[src/rtl/rcv_pkg.sv]
// rcv_pkg
//   Shared types and helpers for the UART receive path.
//   parity_mode_t : parity mode selection for the receiver.
//   rcv_state_t   : receive FSM states.
//   parity_bad()  : parity check for one received frame.
package rcv_pkg;

    typedef enum logic [1:0] {
        PAR_NONE = 2'd0,
        PAR_EVEN = 2'd1,
        PAR_ODD  = 2'd2
    } parity_mode_t;

    // State names carry an S_ prefix so they cannot collide with the
    // PARITY parameter of the receiver.
    typedef enum logic [2:0] {
        S_IDLE      = 3'd0,
        S_START_CHK = 3'd1,
        S_DATA      = 3'd2,
        S_PARITY    = 3'd3,
        S_STOP      = 3'd4,
        S_LOAD      = 3'd5
    } rcv_state_t;

    // data_xor is the XOR of all data bits. Returns 1 when the frame fails
    // the check for the given mode; never fails when parity is disabled.
    function automatic logic parity_bad(parity_mode_t mode, logic data_xor, logic par_bit);
        case (mode)
            PAR_EVEN: return data_xor ^ par_bit;
            PAR_ODD:  return ~(data_xor ^ par_bit);
            default:  return 1'b0;
        endcase
    endfunction

endpackage

[src/rtl/rcv_block_p_fifo.sv]
// rx_fifo
//   Small synchronous FIFO holding received frames.
//   clk, n_rst : clock, asynchronous active-low reset (memory cleared too)
//   push       : write wdata; accepted when not full, or when full and a
//                pop happens in the same cycle
//   pop        : remove head; ignored when empty
//   wdata      : data to write
//   rdata      : current head (mem[rd_ptr])
//   count      : number of entries held
//   full/empty : status
module rx_fifo #(
    parameter int WIDTH = 8,
    parameter int DEPTH = 4
) (
    input  logic                       clk,
    input  logic                       n_rst,
    input  logic                       push,
    input  logic                       pop,
    input  logic [WIDTH-1:0]           wdata,
    output logic [WIDTH-1:0]           rdata,
    output logic [$clog2(DEPTH+1)-1:0] count,
    output logic                       full,
    output logic                       empty
);

    localparam int AW = $clog2(DEPTH);
    localparam int CW = $clog2(DEPTH+1);

    logic [WIDTH-1:0] mem_q [DEPTH];
    logic [WIDTH-1:0] mem_d [DEPTH];
    logic [AW-1:0]    wr_ptr_q, wr_ptr_d;
    logic [AW-1:0]    rd_ptr_q, rd_ptr_d;
    logic [CW-1:0]    count_q, count_d;
    logic             do_push;
    logic             do_pop;

    assign empty = (count_q == '0);
    assign full  = (count_q == CW'(DEPTH));
    assign count = count_q;
    assign rdata = mem_q[rd_ptr_q];

    always_comb begin
        do_pop   = pop && !empty;
        // A full FIFO still takes a write when the head leaves this cycle.
        do_push  = push && (!full || do_pop);
        mem_d    = mem_q;
        wr_ptr_d = wr_ptr_q;
        rd_ptr_d = rd_ptr_q;
        count_d  = count_q;
        if (do_push) begin
            mem_d[wr_ptr_q] = wdata;
            wr_ptr_d        = wr_ptr_q + AW'(1);
        end
        if (do_pop) begin
            rd_ptr_d = rd_ptr_q + AW'(1);
        end
        case ({do_push, do_pop})
            2'b10:   count_d = count_q + CW'(1);
            2'b01:   count_d = count_q - CW'(1);
            default: count_d = count_q;
        endcase
    end

    always_ff @(posedge clk or negedge n_rst) begin
        if (!n_rst) begin
            for (int i = 0; i < DEPTH; i++) begin
                mem_q[i] <= '0;
            end
            wr_ptr_q <= '0;
            rd_ptr_q <= '0;
            count_q  <= '0;
        end else begin
            for (int i = 0; i < DEPTH; i++) begin
                mem_q[i] <= mem_d[i];
            end
            wr_ptr_q <= wr_ptr_d;
            rd_ptr_q <= rd_ptr_d;
            count_q  <= count_d;
        end
    end

endmodule

[src/rtl/rcv_block_p.sv]
// rcv_block_p
//   Parametrised UART receiver: synchronises serial_in, validates the start
//   bit, samples data/parity/stop mid-bit and pushes good frames into a FIFO.
//   clk           : system clock
//   n_rst         : asynchronous active-low reset
//   serial_in     : asynchronous serial line, idles high
//   data_read     : FIFO pop strobe (ignored when empty)
//   rx_data       : FIFO head, valid while data_ready
//   data_ready    : FIFO not empty
//   fifo_count    : entries held
//   overrun_error : sticky, a good frame was dropped on a full FIFO; cleared by a pop
//   framing_error : last frame had stop bit 0
//   parity_error  : last frame failed the parity check
module rcv_block_p
    import rcv_pkg::*;
#(
    parameter int           DATA_BITS    = 8,
    parameter int           CLKS_PER_BIT = 10,
    parameter parity_mode_t PARITY       = PAR_NONE,
    parameter int           FIFO_DEPTH   = 4
) (
    input  logic                            clk,
    input  logic                            n_rst,
    input  logic                            serial_in,
    input  logic                            data_read,
    output logic [DATA_BITS-1:0]            rx_data,
    output logic                            data_ready,
    output logic [$clog2(FIFO_DEPTH+1)-1:0] fifo_count,
    output logic                            overrun_error,
    output logic                            framing_error,
    output logic                            parity_error
);

    localparam int TW = $clog2(CLKS_PER_BIT);
    localparam int BW = $clog2(DATA_BITS+1);
    localparam logic [TW-1:0] HALF_LAST = TW'(CLKS_PER_BIT/2 - 1);
    localparam logic [TW-1:0] FULL_LAST = TW'(CLKS_PER_BIT - 1);
    localparam logic [BW-1:0] LAST_BIT  = BW'(DATA_BITS - 1);

    logic                 sync1_q, sync2_q, line_prev_q;
    rcv_state_t           state_q, state_d;
    logic [TW-1:0]        timer_q, timer_d, timer_inc;
    logic [BW-1:0]        bit_cnt_q, bit_cnt_d;
    logic [DATA_BITS-1:0] shift_q, shift_d;
    logic                 framing_q, framing_d;
    logic                 parity_q, parity_d;
    logic                 overrun_q, overrun_d;
    logic                 push;
    logic                 fifo_full;
    logic                 fifo_empty;

    assign timer_inc     = timer_q + TW'(1);
    assign data_ready    = !fifo_empty;
    assign overrun_error = overrun_q;
    assign framing_error = framing_q;
    assign parity_error  = parity_q;

    // Two-flop synchroniser plus one history flop for falling-edge detection.
    always_ff @(posedge clk or negedge n_rst) begin
        if (!n_rst) begin
            sync1_q     <= 1'b1;
            sync2_q     <= 1'b1;
            line_prev_q <= 1'b1;
        end else begin
            sync1_q     <= serial_in;
            sync2_q     <= sync1_q;
            line_prev_q <= sync2_q;
        end
    end

    always_comb begin
        state_d   = state_q;
        timer_d   = timer_q;
        bit_cnt_d = bit_cnt_q;
        shift_d   = shift_q;
        framing_d = framing_q;
        parity_d  = parity_q;
        overrun_d = overrun_q;
        push      = 1'b0;

        case (state_q)
            S_IDLE: begin
                if (line_prev_q && !sync2_q) begin
                    framing_d = 1'b0;
                    parity_d  = 1'b0;
                    timer_d   = '0;
                    state_d   = S_START_CHK;
                end
            end
            S_START_CHK: begin
                if (timer_q == HALF_LAST) begin
                    timer_d   = '0;
                    bit_cnt_d = '0;
                    // A line back high at mid-start-bit was only a glitch.
                    state_d   = sync2_q ? S_IDLE : S_DATA;
                end else begin
                    timer_d = timer_inc;
                end
            end
            S_DATA: begin
                if (timer_q == FULL_LAST) begin
                    timer_d = '0;
                    // LSB arrives first, so shift in from the top.
                    shift_d = {sync2_q, shift_q[DATA_BITS-1:1]};
                    if (bit_cnt_q == LAST_BIT) begin
                        bit_cnt_d = '0;
                        state_d   = (PARITY == PAR_NONE) ? S_STOP : S_PARITY;
                    end else begin
                        bit_cnt_d = bit_cnt_q + BW'(1);
                    end
                end else begin
                    timer_d = timer_inc;
                end
            end
            S_PARITY: begin
                if (timer_q == FULL_LAST) begin
                    timer_d  = '0;
                    parity_d = parity_bad(PARITY, ^shift_q, sync2_q);
                    state_d  = S_STOP;
                end else begin
                    timer_d = timer_inc;
                end
            end
            S_STOP: begin
                if (timer_q == FULL_LAST) begin
                    timer_d   = '0;
                    framing_d = !sync2_q;
                    state_d   = S_LOAD;
                end else begin
                    timer_d = timer_inc;
                end
            end
            S_LOAD: begin
                push    = !framing_q && !parity_q;
                state_d = S_IDLE;
            end
            default: begin
                state_d = S_IDLE;
                timer_d = '0;
            end
        endcase

        // A pop frees a slot in the same cycle, so a simultaneous push on a
        // full FIFO is not an overrun.
        if (data_read && !fifo_empty) begin
            overrun_d = 1'b0;
        end else if (push && fifo_full) begin
            overrun_d = 1'b1;
        end
    end

    always_ff @(posedge clk or negedge n_rst) begin
        if (!n_rst) begin
            state_q   <= S_IDLE;
            timer_q   <= '0;
            bit_cnt_q <= '0;
            shift_q   <= '0;
            framing_q <= 1'b0;
            parity_q  <= 1'b0;
            overrun_q <= 1'b0;
        end else begin
            state_q   <= state_d;
            timer_q   <= timer_d;
            bit_cnt_q <= bit_cnt_d;
            shift_q   <= shift_d;
            framing_q <= framing_d;
            parity_q  <= parity_d;
            overrun_q <= overrun_d;
        end
    end

    rx_fifo #(
        .WIDTH (DATA_BITS),
        .DEPTH (FIFO_DEPTH)
    ) u_fifo (
        .clk   (clk),
        .n_rst (n_rst),
        .push  (push),
        .pop   (data_read),
        .wdata (shift_q),
        .rdata (rx_data),
        .count (fifo_count),
        .full  (fifo_full),
        .empty (fifo_empty)
    );

endmodule

[config.mk]
export PLATFORM = sky130hd
export DESIGN_NAME = rcv_block_p
export DESIGN_NICKNAME = d
export VERILOG_FILES = /design/src/rtl/rcv_pkg.sv /design/src/rtl/rcv_block_p_fifo.sv /design/src/rtl/rcv_block_p.sv
export SDC_FILE = /design/constraint.sdc
export NUM_CORES = 1
export LEC_CHECK = 0
export BUFFER_PORTS_ARGS = -buffer_cell sky130_fd_sc_hd__buf_2
export CAP_MARGIN = 25
export CORE_MARGIN = 10
export CORE_UTILIZATION = 30
export CTS_CLUSTER_SIZE = 25
export DETAILED_ROUTE_END_ITERATION = 8
export GPL_TIMING_DRIVEN = 0
export HOLD_SLACK_MARGIN = 0.12
export SYNTH_ARGS = -nofsm -noshare
export SYNTH_HDL_FRONTEND = slang
export SYNTH_HIERARCHICAL = 1
export SYNTH_SLANG_ARGS = --single-unit
[constraint.sdc]
create_clock -name clk -period 3.65 [get_ports clk]
set_clock_uncertainty 0.2 [all_clocks]
set_input_delay 0.73 -clock clk [delete_from_list [all_inputs] [get_ports clk]]
set_output_delay 0.73 -clock clk [all_outputs]
set_load 0.01 [all_outputs]
==> results of run 1 <==
==> per-stage QoR <==
step	utilization, %	area, um2	total power, mW	worst slack (ns)	instances
4_1_cts	35.8	3510	1.76	0.752	384
3_3_place_gp	33.5	3290	1.08	0.791	368
6_report	35.8	3510	1.73	0.784	384
2_1_floorplan	-	3040	0.996	1.12	218
3_5_place_dp	33.5	3290	1.09	0.775	368
5_1_grt	35.8	3510	1.84	0.516	384
==> registers in the layout, indices dropped and copies added, names as in the netlist <==
| name | cells |
|---|---|
| overrun_error | 1 |
| shift_q | 8 |
| sync1_q | 1 |
| u_fifo/mem_q | 32 |
| timer_q | 4 |
| sync2_q | 1 |
| framing_error | 1 |
| bit_cnt_q | 4 |
| line_prev_q | 1 |
| state_q | 3 |
| u_fifo/wr_ptr_q | 2 |
| u_fifo/rd_ptr_q | 2 |
| u_fifo/count | 3 |
==> layout by cell type, fill, tap and decap left out, types with 5 or more instances in the layout <==
cell type	instances
inv_1	10
ha_1	9
dfrtp_1	60
nand2b_1	5
a21oi_1	5
clkbuf_8	9
nand2_1	10
mux2_2	32
mux2_4	7
buf_2	17
mux4_2	8
==> where the power goes <==
part / internal [mW] / leakage, nW / total, mW / switching, mW
Clock: 0.385 / 0.102 / 0.664 / 0.279
Sequential: 0.737 / 0.856 / 0.777 / 0.0397
Combinational: 0.129 / 0.712 / 0.289 / 0.160
Total: 1.25 / 1.67 / 1.73 / 0.479
==> cells by family (layout without fill, tap and decap cells) <==
group / after synthesis / count (layout)
multiplexers: 52 / 52
other: 1 / 1
XOR/XNOR: 7 / 7
adder cells (fa/ha/maj): 10 / 10
AO/OA/AOI/OAI: 27 / 27
buffers and inverters: 18 / 51
AND/OR/NAND/NOR: 40 / 40
flip-flops: 63 / 63
==> worst max path at each step <==
stage / to / slack (ns) / cells past startpoint
after global routing: u_fifo/count[1] / 0.52 / 7
final: u_fifo/count[1] / 0.78 / 7
after global placement: u_fifo/count[1] / 0.79 / 7
after CTS: u_fifo/count[1] / 0.75 / 7
after floorplan: u_fifo/count[2] / 1.12 / 8
after detailed placement: u_fifo/count[2] / 0.78 / 9
==> cell type report <==
| cell class | count | area, um2 | area share [%] |
|---|---|---|---|
| flip-flops and latches | 63 | 1580 | 45.0 |
| multi-input cells | 137 | 1360 | 38.7 |
| well taps | 133 | 166 | 4.74 |
| clock buffers | 9 | 124 | 3.53 |
| clock inverters | 7 | 96.3 | 2.74 |
| repair buffers | 17 | 87.6 | 2.49 |
| plain buffers | 7 | 57.6 | 1.64 |
| inverters | 11 | 41.3 | 1.18 |
==> critical path, delay by kind of cell (launching register included) <==
kind | cells | cell delay, ns
flip-flops | 1 | 0.37
multiplexers | 1 | 0.14
buffers and inverters | 2 | 0.24
AND/OR/NAND/NOR | 2 | 1.18
adder cells (fa/ha/maj) | 2 | 0.65
==> layer usage <==
metal  up-vias  routed length, um
met1       897               2480
met2        23               2570
met3         7                232
li1        839                  -
met5         -                  0
met4         0                 55
==> impl_metrics.csv, run 1 <==
group,metric,value,unit
outcome,outcome,"completed",
min_path,hp-start,"sync1_q",
sta,rsz0062_at_grt,"false",
synth,post-synth-top-count-cell,"dfrtp_1",
placement,numPortBuffers,17,
clocking,numClockSinks,63,
synth,synth_compound_area_share,6.47,%
min_path,whs_endpoint,"sync2_q",
synth,synth_warnings,6,
synth,synthFlopType,"dfrtp_1",
global_routing,grt-busiest-layer,"met2",
clocking,cts_resized,0,
synth,synth_top_family_by_area,"multiplexers",
synth,synth_nets,232,
sta,setup_viol,0,
synth,synth_edf_count,0,
clocking,tritoncts,"built",
floorplan,core.rowCount,36,
cells_and_area,layout-drive-gt1-share,40.6,%
worst_setup_path,reg2reg_setup_slack,0.78,ns
worst_setup_path,cpPeakStageDelay,0.78,ns
clocking,cts.clk_slew.worst_paths,0.07,ns
worst_setup_path,worst_r2r_path_depth,7,
synth,netlist_instances,218,
route,ant_nets,0,
synth,synthTopCellsByCount,"60 x dfrtp_1, 32 x mux2_2, 10 x inv_1, 10 x nand2_1, 9 x ha_1",
sta,drv_slew,0,
worst_setup_path,crit_path_end_kind,"flop",
flow_run,max_cap_viol_count,0,
global_routing,grt_pass1_vias,1901,
worst_setup_path,required,3.71,ns
synth,synth_fa_ha_area_share,4.37,%
worst_setup_path,crit_path_max_fanout,10,
clocking,cts_setup_buffers,0,
placement,gp_congestion,0.729,
route,initialDrtViolationCount,59,
synth,synth_top_area_share,49.4,%
floorplan,initial_core_util,30.9,%
synth,yosys.area.top_type,"dfrtp_1",
min_path,min_path_cells,0,
clocking,clock_latency,0.34,ns
synth,syn_area,0.00304,mm2
global_routing,grt_usage,8.01,%
global_routing,met1_usage,9.04,%
worst_setup_path,arrival,2.92,ns
synth,synthXorXnorAreaFrac,2.02,%
min_path,hold_class,"flop to flop",
pwr,powerDensity,492,mW/mm2
synth,syn_area_per_cell,13.9,um2
floorplan,core_area,0.00982,mm2
pwr,p_leak,1.67,nW
worst_setup_path,path_class,"flop to flop",
worst_setup_path,critPathLaunch,"state_q[2]",
synth,synth_area_leaders,"dfrtp_1 49%, mux2_2 12%, mux4_2 5.9%",
route,dr.pass1.iters,4,
worst_setup_path,reg2reg_to,"u_fifo/count[1]",
sta,post-route-min-period,2.87,ns
global_routing,grt_first_pass_wirelength,9.20,mm
route,viasPerCell,4.60,
clocking,clock_path_buffers,2,
sta,tightest_slew,0.887,ns
floorplan,fp.dieW,121,um
floorplan,dieHeight,121,um
clocking,htree_levels,3,
worst_setup_path,worstReg2RegStart,"state_q[2]",
cells_and_area,insertedDiodeCount,0,
cells_and_area,layout.nets,260,
placement,hpwl,3.55,mm
global_routing,met2_usage,13.0,%
global_routing,grtUsageMet3,4.19,%
clocking,cts_buffers,9,
cells_and_area,fill_cells,1007,
route,vias,1766,
sta,max_freq,0.349,GHz
worst_setup_path,cpMaxStageDelayCell,"nor4bb_1",
worst_setup_path,crit_chain,"buf_4, nor4bb_1, or2b_2, ha_1, inv_1, fa_1, mux2i_1",
clocking,cts_root_buffer,"clkbuf_8",
cells_and_area,syn_to_final_growth,15.6,%
synth,synth_simple_gate_area_share,8.73,%
route,drc_errors,0,
floorplan,die_area,0.0146,mm2
sta,hold_viol,0,
floorplan,io_pins,19,
sta,slew_headroom,40.1,%
route,wl_per_cell,13.9,um
synth,synthMuxAreaShare,23.0,%
global_routing,grt_max_degree,64,
sta,period_share,78.5,%
pwr,vdd.ir_drop.worst,0.000236,V
clocking,hold_buffers,0,
sta,whs,0.159,ns
synth,ys_seq_elements,63,
worst_setup_path,startpoint_type,"flop",
synth,async_flop_share,100,%
global_routing,antenna_found_initial,0,
route,wirelength,5.34,mm
sta,tns,0,ns
global_routing,grt-ovfl-total,0,
synth,seq_area_frac_synth,52.0,%
synth,synth.distinct_cells,50,
Power figures use the tool's default switching activity.
==> run 2, diff against run 1 <==
==> constraint.sdc (replaced) <==
create_clock -name clk -period 2.5 [get_ports clk]
set_clock_uncertainty 0.2 [all_clocks]
set_input_delay 0.5 -clock clk [delete_from_list [all_inputs] [get_ports clk]]
set_output_delay 0.5 -clock clk [all_outputs]
set_load 0.01 [all_outputs]
==> impl_metrics.csv, run 2 (synthesized netlist as in run 1, its figures left out) <==
group,metric,value,unit
global_routing,met1_usage,8.93,%
cells_and_area,reg.largest.list,"u_fifo/mem_q (32), shift_q (8)",
route,dr.pass1.iters,4,
sta,period_share,96.1,%
global_routing,grtUsageMet3,3.72,%
sta,setup_viol,0,
sta,max_freq,0.416,GHz
sta,hold_viol,0,
global_routing,grt-busiest-layer,"met2",
sta,drv_slew,0,
cells_and_area,syn_to_final_growth,16.6,%
clocking,cts_root_buffer,"clkbuf_8",
cells_and_area,layout.nets,265,
cells_and_area,instances_no_fill,389,
clocking,tritoncts,"built",
clocking,clock_latency,0.33,ns
pwr,vdd.ir_drop.worst,0.000307,V
route,initialDrtViolationCount,73,
route,ant_nets,0,
placement,place_ws,-0.125,ns
min_path,hp-start,"sync1_q",
sta,tightest_slew,0.787,ns
cells_and_area,multi_input_area,0.00137,mm2
clocking,cts_buffers,9,
worst_setup_path,crit_path_end_kind,"output pin",
route,vias,1778,
global_routing,grt_max_degree,64,
worst_setup_path,cpMaxStageDelayCell,"buf_1",
worst_setup_path,startpoint_type,"flop",
placement,gp_congestion,0.752,
clocking,clock_path_buffers,2,
floorplan,core.rowCount,36,
route,drc_errors,0,
clocking,numClockSinks,63,
global_routing,grt-ovfl-total,0,
sta,tns,0,ns
floorplan,die_area,0.0146,mm2
pwr,p_leak,1.69,nW
floorplan,io_pins,19,
cells_and_area,largest_reg_flops,32,
cells_and_area,layout-drive-gt1-share,41.0,%
placement,dp_cells,368,
worst_setup_path,arrival,1.70,ns
cells_and_area,layout_common_cells,"60 x dfrtp_1, 32 x mux2_2, 16 x buf_2, 10 x inv_1, 10 x nand2_1",
worst_setup_path,crit_path_max_fanout,9,
cells_and_area,final-seq-area,0.00158,mm2
global_routing,grt_usage,7.81,%
clocking,htree_levels,3,
min_path,hold_class,"flop to flop",
cells_and_area,fill_cells,999,
global_routing,grt_first_pass_wirelength,9.09,mm
worst_setup_path,cpPeakStageDelay,0.47,ns
sta,post-route-min-period,2.40,ns
cells_and_area,final_common_cell,"dfrtp_1",
global_routing,grt_pass1_vias,1845,
worst_setup_path,worstReg2RegStart,"state_q[1]",
sta,slew_headroom,47.5,%
floorplan,dieHeight,121,um
floorplan,initial_core_util,30.9,%
placement,numPortBuffers,17,
outcome,outcome,"completed",
route,wirelength,5.29,mm
placement,hpwl,3.53,mm
sta,rsz0062_at_grt,"false",
cells_and_area,top_register,"u_fifo/mem_q",
floorplan,core_area,0.00982,mm2
worst_setup_path,critPathLaunch,"u_fifo/rd_ptr_q[1]",
global_routing,met2_usage,12.7,%
route,viasPerCell,4.57,
flow_run,max_cap_viol_count,0,
worst_setup_path,path_class,"flop to output pin",
worst_setup_path,required,1.80,ns
global_routing,antenna_found_initial,0,
route,wl_per_cell,13.6,um
cells_and_area,insertedDiodeCount,0,
clocking,cts.clk_slew.worst_paths,0.07,ns
worst_setup_path,crit_chain,"buf_1, mux4_2, buf_2",
sta,fin_ws,0.0973,ns
floorplan,fp.dieW,121,um
pwr,powerDensity,680,mW/mm2
## run 2: cell types whose count changed in the layout (fill, tap and decap cells not counted), sizes merged
cell / before / now
buf: 24 / 26
bufinv: 2 / 1
clkbuf: 9 / 11
clkinv: 1 / 4
clkinvlp: 3 / 1
dlygate4sd3: 0 / 2
inv: 12 / 11
## run 2: cell type report
class | count | share of cell area, %
sequential | 63 | 44.6
multi-input combinational | 137 | 38.8
tap | 133 | 4.70
timing repair buffer | 22 | 3.67
clock buffer | 10 | 3.60
clock inverter | 6 | 1.73
buffer | 7 | 1.70
inverter | 11 | 1.17
## run 2: routing by layer
| layer | vias to the layer above | share of wire [%] |
|---|---|---|
| met5 | - | 0 |
| met4 | 0 | 0.93 |
| met3 | 6 | 4.7 |
| met2 | 19 | 51 |
| met1 | 906 | 44 |
| li1 | 847 | - |
## run 2: repair_timing
| item | in CTS | in global routing |
|---|---|---|
| buffers inserted | 0 | 3 |
| endpoints found under the hold margin | 61 | 0 |
| pin swaps | 1 | 2 |
| hold buffers | 2 | 0 |
| endpoints found under the setup margin | 2 | 3 |
| gates resized for setup | 1 | 1 |
## run 2: power by group
group / total, mW / switching, mW / internal, mW
clock network: 0.837 / 0.380 / 0.457
logic: 0.436 / 0.238 / 0.198
registers: 1.13 / 0.0585 / 1.08
## run 2: critical path: cells and delay by family, from the launching register on
kind,cells,cell delay [ns]
mux,1,0.43
buf+inv,2,0.63
flops,1,0.32
## run 2: final timing paths
check | slack, ns | cells after the start | end
setup / recovery | 0.1 | 3 | rx_data[7]
hold / removal | 0.16 | 0 | sync2_q
setup reg to reg | 0.12 | 9 | u_fifo/count[2]
hold reg to reg | 0.16 | 0 | sync2_q
max in group asynchronous | 0.99 | 2 | timer_q[2]
min in group asynchronous | 0.59 | 2 | u_fifo/mem_q[28]
## run 2: stage by stage
step | utilization (%) | cell area (um2) | hold WS (ns) | power [mW]
floorplan | - | 3040 | 0.00441 | 1.45
global placement | 33.6 | 3300 | 0.146 | 1.57
detailed placement | 33.6 | 3300 | 0.147 | 1.58
CTS | 35.8 | 3520 | 0.156 | 2.45
global route | 36.1 | 3540 | 0.164 | 2.55
finish | 36.1 | 3540 | 0.155 | 2.41
==> run 3, diff against run 2 <==
--- a/config.mk
+++ b/config.mk
@@ -5,8 +5,9 @@
 export SDC_FILE = /design/constraint.sdc
 export NUM_CORES = 1
 export LEC_CHECK = 0
+export ABC_AREA = 1
 export BUFFER_PORTS_ARGS = -buffer_cell sky130_fd_sc_hd__buf_2
-export CAP_MARGIN = 25
+export CAP_MARGIN = 30
 export CORE_MARGIN = 10
 export CORE_UTILIZATION = 30
 export CTS_CLUSTER_SIZE = 25
==> impl_metrics.csv, run 3 <==
group,metric,value,unit
route,dr.pass1.iters,4,
min_path,hold_class,"flop to flop",
pwr,powerDensity,960,mW/mm2
sta,whs,0.157,ns
global_routing,grt_first_pass_wirelength,13.7,mm
route,viasPerCell,4.78,
cells_and_area,syn_to_final_growth,15.7,%
sta,slew_headroom,46.1,%
sta,drv_slew,0,
floorplan,core_area,0.0107,mm2
global_routing,antenna_found_initial,0,
clocking,clock_path_buffers,2,
cells_and_area,instances_no_fill,563,
floorplan,initial_core_util,30.5,%
worst_setup_path,crit_path_end_kind,"output pin",
placement,hpwl,5.35,mm
pwr,p_leak,1.94,nW
pwr,power.total,3.64,mW
synth,seq_area_frac_synth,48.2,%
placement,dp_cells,540,
global_routing,grt_usage,10.5,%
clocking,numClockSinks,63,
synth,yosys.area.top_type,"dfrtp_1",
synth,netlist_instances,383,
clocking,cts_buffers,9,
cells_and_area,insertedDiodeCount,0,
sta,hold_viol,0,
route,ant_nets,0,
route,initialDrtViolationCount,193,
synth,ys_seq_elements,63,
route,wirelength,7.83,mm
worst_setup_path,crit_path_max_fanout,9,
sta,max_freq,0.420,GHz
cells_and_area,fill_cells,1137,
placement,gp_congestion,0.804,
worst_setup_path,arrival,1.68,ns
cells_and_area,layout_common_cells,"113 x nand2_1, 60 x dfrtp_1, 35 x nand4_1, 28 x inv_1, 24 x buf_2",
worst_setup_path,path_class,"flop to output pin",
placement,numPortBuffers,17,
worst_setup_path,required,1.80,ns
floorplan,io_pins,19,
synth,synth_edf_count,0,
synth,synth_warnings,6,
cells_and_area,layout.nets,432,
clocking,cts.clk_slew.worst_paths,0.08,ns
pwr,vdd.ir_drop.worst,0.000328,V
synth,synthFlopType,"dfrtp_1",
floorplan,core.rowCount,38,
synth,post-synth-top-count-cell,"nand2_1",
clocking,tritoncts,"built",
synth,synth_nets,397,
route,wl_per_cell,13.9,um
sta,post-route-min-period,2.38,ns
cells_and_area,reg.largest.list,"u_fifo/mem_q (32), shift_q (8)",
clocking,cts_root_buffer,"clkbuf_8",
synth,syn_area_per_cell,8.55,um2
worst_setup_path,startpoint_type,"flop",
clocking,clock_latency,0.33,ns
synth,synthTopCellsByCount,"113 x nand2_1, 60 x dfrtp_1, 35 x nand4_1",
synth,async_flop_share,100,%
synth,synth_top_area_share,45.8,%
cells_and_area,largest_reg_flops,32,
cells_and_area,top_register,"u_fifo/mem_q",
sta,tns,0,ns
flow_run,max_cap_viol_count,0,
floorplan,fp.dieW,124,um
global_routing,grt_max_degree,64,
sta,setup_viol,0,
sta,rsz0062_at_grt,"false",
global_routing,grt_pass1_vias,2765,
synth,synth_area_leaders,"dfrtp_1 46%, nand2_1 13%, nand4_1 6.7%",
synth,syn_area,0.00328,mm2
global_routing,grt-ovfl-total,0,
cells_and_area,layout-drive-gt1-share,20.3,%
sta,tightest_slew,0.808,ns
route,vias,2692,
clocking,htree_levels,3,
route,drc_errors,0,
floorplan,dieHeight,124,um
outcome,outcome,"completed",
cells_and_area,final_common_cell,"nand2_1",
sta,period_share,95.1,%
synth,synth.distinct_cells,31,
floorplan,die_area,0.0155,mm2
## run 3: cell count changes in the layout (fill, tap and decap cells not counted), moves of 14 or more
cell / change
nand4_1: +35
nand3_1: +14
inv_1: +18
mux2_2: -32
o21ai_0: +23
nand2_1: +103
nor2_1: +18
## run 3: final timing paths
| check | start | to | slack [ns] | cells past startpoint |
|---|---|---|---|---|
| setup / recovery | u_fifo/rd_ptr_q[0] | rx_data[7] | 0.12 | 6 |
| setup reg to reg | state_q[1] | u_fifo/count[1] | 0.18 | 9 |
| min in group asynchronous | n_rst | u_fifo/mem_q[8] | 0.60 | 2 |
| max in group asynchronous | n_rst | shift_q[0] | 0.98 | 2 |
| hold reg to reg | sync1_q | sync2_q | 0.16 | 0 |
| hold / removal | sync1_q | sync2_q | 0.16 | 0 |
## run 3: final cells by class
cell class | instances | area, um2 | area share (%)
plain buffers | 19 | 145 | 3.83
clock buffers | 9 | 124 | 3.27
clock inverters | 7 | 50.0 | 1.32
inverters | 33 | 128 | 3.37
multi-input cells | 268 | 1440 | 38.1
flip-flops and latches | 63 | 1580 | 41.7
well taps | 140 | 175 | 4.62
repair buffers | 24 | 145 | 3.83
## run 3: layer usage
layer	up-vias	track usage [%]	part of all wire, %
met3	7	3.15	4.5
met4	0	3.63	0.95
met2	50	16.4	50
met5	-	0	0
li1	1339	-	-
met1	1296	13.4	44
## run 3: cells by family after synthesis
| family | Yosys count | share of synthesized area (%) |
|---|---|---|
| flip-flops | 63 | 48.2 |
| AO/OA/AOI/OAI | 44 | 7.83 |
| XOR/XNOR | 7 | 1.87 |
| buffers and inverters | 52 | 8.06 |
| AND/OR/NAND/NOR | 206 | 29.8 |
| other | 1 | 0.114 |
| adder cells (fa/ha/maj) | 10 | 4.05 |
## run 3: where the power goes
part           internal (mW)  switching, mW
clock network          0.358          0.413
logic                  0.572           1.03
registers               1.13          0.127
total                   2.06           1.57
## run 3: per-stage QoR
stage | setup WS, ns | area [um2] | utilization [%]
6_report | 0.121 | 3790 | 35.3
5_1_grt | 0.00305 | 3790 | 35.3
4_1_cts | 0.0554 | 3730 | 34.8
3_5_place_dp | 0.0285 | 3540 | 32.9
3_3_place_gp | 0.0648 | 3540 | 32.9
2_1_floorplan | 0.337 | 3280 | -
## run 3: timing repair
item | CTS | global route
hold buffers | 2 | 0
resized for setup | 1 | 5
pin swaps | 0 | 1
hold endpoints to repair | 61 | 0
setup endpoints to repair | 1 | 10
setup buffers | 0 | 5
## run 3: worst max-delay path, cell delays in order, from the launching register on
cell and delay (ns):
dfrtp_1 0.32, clkbuf_4 0.21, clkinvlp_4 0.15, buf_4 0.16, o21ai_0 0.22, o22ai_1 0.12
buf_2 0.16
